<file path="config.mk">
export PLATFORM = sky130hd
export DESIGN_NAME = ft2232h_rx_reader
export DESIGN_NICKNAME = d
export VERILOG_FILES = /design/src/rtl/ft2232h_pkg.sv /design/src/rtl/ft_rx_skid_fifo.sv /design/src/rtl/ft2232h_rx_reader.sv
export SDC_FILE = /design/constraint.sdc
export NUM_CORES = 1
export LEC_CHECK = 0
export CELL_PAD_IN_SITES_DETAIL_PLACEMENT = 0
export CELL_PAD_IN_SITES_GLOBAL_PLACEMENT = 1
export CORE_MARGIN = 2
export CORE_UTILIZATION = 48
export CTS_CLUSTER_DIAMETER = 80
export DETAILED_ROUTE_END_ITERATION = 10
export PLACE_DENSITY_LB_ADDON = 0.12
export SYNTH_ARGS = -nofsm -noshare
export SYNTH_HDL_FRONTEND = slang
export SYNTH_SLANG_ARGS = --single-unit
</file>
<file path="constraint.sdc">
create_clock -name clk_i -period 5 [get_ports clk_i]
set_input_delay 1 -clock clk_i [delete_from_list [all_inputs] [get_ports clk_i]]
set_output_delay 1 -clock clk_i [all_outputs]
set_load 0.005 [all_outputs]
</file>
<file path="src/rtl/ft2232h_pkg.sv">
// Shared types and constants for the FT2232H sync-245 receive path.
// Pin levels are named so active-low strobes read naturally.
package ft2232h_pkg;

  localparam int BYTE_W = 8;

  localparam logic PIN_ON  = 1'b0;
  localparam logic PIN_OFF = 1'b1;

  typedef enum logic [1:0] {
    IDLE,
    OE_ASSERT,
    READING,
    RELEASE
  } rx_state_e;

endpackage

</file>
<file path="src/rtl/ft_rx_skid_fifo.sv">
// First-word-fall-through skid buffer for captured bytes.
// rd_data holds the last popped byte while the buffer is empty.
module ft_rx_skid_fifo
  import ft2232h_pkg::*;
#(
  parameter int DEPTH  = 4,
  parameter int ADDR_W = 2
) (
  input  logic              clk,
  input  logic              rst,
  input  logic              wr_en,
  input  logic [BYTE_W-1:0] wr_data,
  input  logic              pop,
  output logic [BYTE_W-1:0] rd_data,
  output logic              not_empty,
  output logic [ADDR_W:0]   count
);

  localparam logic [ADDR_W:0] FULL_LVL =
    (ADDR_W+1)'(DEPTH);

  logic [BYTE_W-1:0] mem [DEPTH];
  logic [ADDR_W-1:0] wr_ptr;
  logic [ADDR_W-1:0] rd_ptr;
  logic [BYTE_W-1:0] last_q;
  logic              full;
  logic              do_wr;
  logic              do_pop;

  assign full      = (count == FULL_LVL);
  assign not_empty = (count != '0);
  assign do_pop    = pop && not_empty;
  assign do_wr     = wr_en && (!full || do_pop);

  always_ff @(posedge clk) begin
    if (rst) begin
      wr_ptr <= '0;
      rd_ptr <= '0;
      count  <= '0;
      last_q <= '0;
    end else begin
      if (do_wr) begin
        wr_ptr <= wr_ptr + ADDR_W'(1);
      end
      if (do_pop) begin
        rd_ptr <= rd_ptr + ADDR_W'(1);
        last_q <= mem[rd_ptr];
      end
      count <= count
             + (ADDR_W+1)'(do_wr)
             - (ADDR_W+1)'(do_pop);
    end
  end

  always_ff @(posedge clk) begin
    if (do_wr) begin
      mem[wr_ptr] <= wr_data;
    end
  end

  assign rd_data = not_empty ? mem[rd_ptr] : last_q;

endmodule

</file>
<file path="src/rtl/ft2232h_rx_reader.sv">
// FT2232H sync-245 read controller: drives OE#/RD#, captures
// host bytes into a skid FIFO and streams them downstream.
module ft2232h_rx_reader
  import ft2232h_pkg::*;
#(
  parameter int DEPTH  = 4,
  parameter int ADDR_W = 2
) (
  input  logic              clk_i,
  input  logic              rst_i,
  input  logic              rxf_n_i,
  input  logic [BYTE_W-1:0] data_i,
  output logic              oe_n_o,
  output logic              rd_n_o,
  output logic [BYTE_W-1:0] dout_o,
  output logic              valid_o,
  input  logic              ready_i,
  output logic [15:0]       rx_count_o
);

  localparam logic [ADDR_W:0] FULL_LVL =
    (ADDR_W+1)'(DEPTH);
  localparam logic [ADDR_W:0] START_LVL =
    (ADDR_W+1)'(DEPTH-2);

  rx_state_e       state;
  rx_state_e       state_nxt;
  logic            oe_n_nxt;
  logic            rd_n_nxt;
  logic            capture;
  logic            pop;
  logic [ADDR_W:0] fifo_count;
  logic [ADDR_W:0] count_nxt;

  assign capture = (rd_n_o == PIN_ON)
                && (rxf_n_i == PIN_ON);
  assign pop     = valid_o && ready_i;

  assign count_nxt = fifo_count
                   + (ADDR_W+1)'(capture)
                   - (ADDR_W+1)'(pop);

  ft_rx_skid_fifo #(
    .DEPTH  (DEPTH),
    .ADDR_W (ADDR_W)
  ) u_fifo (
    .clk       (clk_i),
    .rst       (rst_i),
    .wr_en     (capture),
    .wr_data   (data_i),
    .pop       (pop),
    .rd_data   (dout_o),
    .not_empty (valid_o),
    .count     (fifo_count)
  );

  always_ff @(posedge clk_i) begin
    if (rst_i) begin
      state      <= IDLE;
      oe_n_o     <= PIN_OFF;
      rd_n_o     <= PIN_OFF;
      rx_count_o <= '0;
    end else begin
      state  <= state_nxt;
      oe_n_o <= oe_n_nxt;
      rd_n_o <= rd_n_nxt;
      if (capture) begin
        rx_count_o <= rx_count_o + 16'd1;
      end
    end
  end

  // Pin levels are decided here and registered, so the
  // chip never sees a combinational path from its own RXF#.
  always_comb begin
    state_nxt = state;
    oe_n_nxt  = PIN_OFF;
    rd_n_nxt  = PIN_OFF;
    unique case (state)
      IDLE: begin
        if (rxf_n_i == PIN_ON
            && count_nxt <= START_LVL) begin
          state_nxt = OE_ASSERT;
          oe_n_nxt  = PIN_ON;
        end
      end
      OE_ASSERT: begin
        if (rxf_n_i == PIN_OFF) begin
          state_nxt = RELEASE;
        end else begin
          state_nxt = READING;
          oe_n_nxt  = PIN_ON;
          rd_n_nxt  = PIN_ON;
        end
      end
      READING: begin
        if (rxf_n_i == PIN_OFF
            || count_nxt == FULL_LVL) begin
          state_nxt = RELEASE;
        end else begin
          oe_n_nxt = PIN_ON;
          rd_n_nxt = PIN_ON;
        end
      end
      RELEASE: begin
        state_nxt = IDLE;
      end
      default: begin
        state_nxt = IDLE;
      end
    endcase
  end

endmodule

</file>
==> impl_metrics.py <==
metrics = {
    "critical_path": {
        "cp-startpoint": "ready_i",
        "crit_type": "in -> reg",
        "reg2reg_slack_ns": 1.65,
        "path_cells": "clkdlybuf4s50_1, nand2_1, inv_1, ha_1, inv_1, ha_1, inv_1, fa_1, xor3_1, a31oi_1, a2bb2oi_1, mux2i_1",
        "worstPathRequired_ns": 5.28,
        "path_buf_inv": 4,
        "cp_slowest_cell": "clkdlybuf4s50_1",
        "critPathLaunchType": "input pin",
        "reg2reg_from": "u_fifo.count[1]",
        "critPathMaxStageDelay_ns": 0.44,
        "critPathTopFamily": "adder cells",
        "cpMostUsedCell": "inv_1",
        "rr_worst_depth": 12,
        "critPathArrivalTime_ns": 3.67,
        "end_kind": "register",
        "r2r-end": "state[1]",
        "cp_max_fo": 10,
    },
    "routing": {
        "wl_per_cell_um": 14.4,
        "drtIter0Drc": 112,
        "num_vias": 1918,
        "routed_wl_mm": 5.34,
        "avgViaCountPerCell": 5.18,
        "drc_errors": 0,
        "antenna_left": 0,
        "drtPass1Iterations": 4,
    },
    "sta": {
        "final.setup_skew_ns": 0.0115,
        "fin_crit_ns": 3.40,
        "slew-limit-headroom_pct": 40.5,
        "slew_viol_final": 0,
        "worst_pin_slew_ns": 0.885,
        "finalCritPeriodShare_pct": 67.9,
        "setup_viol": 0,
        "rsz0062_at_grt": "no",
        "max_freq_mhz": 295,
        "hold_violations": 0,
        "setup_slack_ns": 1.60,
        "setup_tns_ns": 0,
    },
    "floorplan": {
        "initial_core_util_pct": 49.0,
        "die_w_um": 83.8,
        "fp.dieArea_um2": 7020,
        "ios": 39,
        "core-area_um2": 6240,
        "row_count": 29,
        "die-height_um": 83.8,
    },
    "synthesis": {
        "yosysSeqAreaShare_pct": 55.6,
        "syn_area_per_cell_um2": 12.3,
        "syn_nets": 275,
        "synth_cell_types": 40,
        "synthTopCellsByArea": "edfxtp_1, dfxtp_1, mux4_2",
        "synth_enable_flop_cells": 32,
        "synth_flop_cell": "dfxtp_1",
        "yosys.area.top_type_share_pct": 31.4,
        "syn_inst": 248,
        "syn_area_um2": 3060,
        "synth-async-reset-ratio_pct": 0,
        "synth.most_common_cell": "dfxtp_1",
        "synth_commonest_cells": "dfxtp_1, edfxtp_1, nand2_1",
        "ys_warn_count": 0,
        "ys_ff_latch": 69,
        "synth_area_leader_cell": "edfxtp_1",
    },
    "layout": {
        "area_growth_pct": 19.4,
        "layout-drive-gt1-share_pct": 13.3,
        "fillers": 547,
        "instances_no_fill": 370,
        "finalInstanceArea_um2": 3650,
        "insertedDiodeCount": 0,
        "nNetsFinal": 315,
    },
    "run": {
        "max_cap_viol_count": 0,
    },
    "worst_hold_path": {
        "hold_end": "u_fifo.last_q[6]",
        "min_from": "u_fifo.last_q[6]",
        "hp-class": "reg -> reg",
        "hold_depth": 2,
    },
    "clock_network": {
        "cts-resized-gates": 0,
        "cts_setup_buffers": 0,
        "cts_tree": "built",
        "cts_inserted_buffers": 9,
        "htree_levels": 3,
        "cts_root_buf": "clkbuf_8",
        "clk_latency_ns": 0.35,
        "hold_buffers": 0,
        "cts.sinks": 69,
        "cts_buffer_depth": 2,
        "clk_pin_slew_ns": 0.08,
    },
    "global_routing": {
        "grt_pass1_vias": 1809,
        "antenna_found_initial": 0,
        "grt_first_pass_wirelength_mm": 8.72,
        "gr-total-overflow": 0,
        "grt_max_degree": 37,
        "grt_usage_pct": 16.1,
    },
    "status": {
        "outcome": "complete, no violations",
    },
    "power_and_ir_drop": {
        "intPower_w": 0.00116,
        "p_leak_nw": 1.29,
        "p_sw_share_pct": 31.1,
        "pwr-share-comb_pct": 32.9,
        "ir_worst_vdd_mv": 0.256,
        "p_seq_share_pct": 42.6,
        "power_density_nw_per_um2": 461,
        "clkPwrFrac_pct": 24.5,
        "power_switching_w": 0.000523,
    },
    "placement": {
        "pre_cts_slack_ns": 1.25,
        "dp_cells": 354,
        "gp_congestion": 0.714,
        "portBuffers": 38,
        "place_hpwl_mm": 3.71,
        "placed_cell_area_um2": 3470,
    },
}
## how the worst max path moves through the flow
stage,end,cells past startpoint
2_1_floorplan,state[0],11
3_3_place_gp,state[0],12
3_5_place_dp,state[0],12
4_1_cts,dout_o[0],3
5_1_grt,state[1],12
6_report,state[1],12
## registers in the layout, indices dropped and copies added, names as in the netlist, named ones only
name / count
oe_n_o: 1
rd_n_o: 1
rx_count_o: 16
state: 2
u_fifo.count: 3
u_fifo.last_q: 8
u_fifo.mem: 32
u_fifo.rd_ptr: 2
u_fifo.wr_ptr: 2
## worst register-to-register path, delay by kind of cell, from the launching register on
family	cells	cell delay [ns]
AND/OR/NAND/NOR	2	0.93
adder cells (fa/ha/maj)	3	0.76
multiplexers	1	0.20
flip-flops	1	0.41
buffers and inverters	3	0.19
XOR/XNOR	1	0.21
AO/OA/AOI/OAI	2	0.58
## metrics by stage
step / utilization [%] / total power, W / hold WS (ns)
finish: 58.5 / 0.00168 / 0.458
global route: 58.5 / 0.00179 / 0.487
CTS: 58.5 / 0.00171 / 0.459
detailed placement: 55.6 / 0.00129 / 0.448
global placement: 55.6 / 0.00128 / 0.440
floorplan: - / 0.00109 / 0.431
## final cells by class
| cell class | count | area [um^2] | area share [%] |
|---|---|---|---|
| clock buffer | 9 | 124 | 3.39 |
| clock inverter | 7 | 56.3 | 1.54 |
| inverter | 14 | 52.6 | 1.44 |
| multi-input combinational | 155 | 1230 | 33.8 |
| sequential | 69 | 1700 | 46.6 |
| tap | 77 | 96.3 | 2.64 |
| timing repair buffer | 39 | 388 | 10.6 |
## layer usage
layer | global-route usage (%) | share of wire [%] | vias up
li1 | - | - | 963
met1 | 20.8 | 47 | 912
met2 | 25.3 | 48 | 36
met3 | 5.64 | 3.7 | 7
met4 | 5.72 | 1.4 | 0
met5 | 0 | 0 | -
## logic make-up (layout without fill, tap and decap cells)
logic type / after synthesis / count (layout) / synth area share, %
xor+xnor: 16 / 16 / 5.07
buf+inv: 24 / 69 / 4.01
simple gates: 78 / 78 / 13.7
flops: 69 / 69 / 55.6
fa+ha+maj: 15 / 15 / 6.63
mux: 18 / 18 / 9.49
compound gates: 28 / 28 / 5.44
## cell usage in the layout, fill, tap and decap left out, drive strengths merged, types with 2 or more instances in the layout
master	Yosys	routed
a21oi	17	17
and2	4	4
and3	3	3
and4bb	2	2
clkbuf	6	9
clkdlybuf4s50	0	38
clkinv	0	2
dfxtp	37	37
edfxtp	32	32
fa	2	2
ha	13	13
inv	14	18
mux2	8	8
mux2i	2	2
mux4	8	8
nand2	24	24
nand2b	2	2
nand3	4	4
nand4	6	6
nor2	18	18
nor2b	2	2
nor3	3	3
o21ai	2	2
o31ai	5	5
or3	2	2
or4	4	4
xnor2	6	6
xor2	9	9
## power by group through the flow
stage	logic (W)	registers, W	clock network (W)
after floorplan	0.000390	0.000702	0
after global placement	0.000551	0.000731	0
after detailed placement	0.000556	0.000732	0
after CTS	0.000560	0.000719	0.000425
after global routing	0.000609	0.000729	0.000449
final	0.000554	0.000717	0.000412
Power figures use the tool's default switching activity.
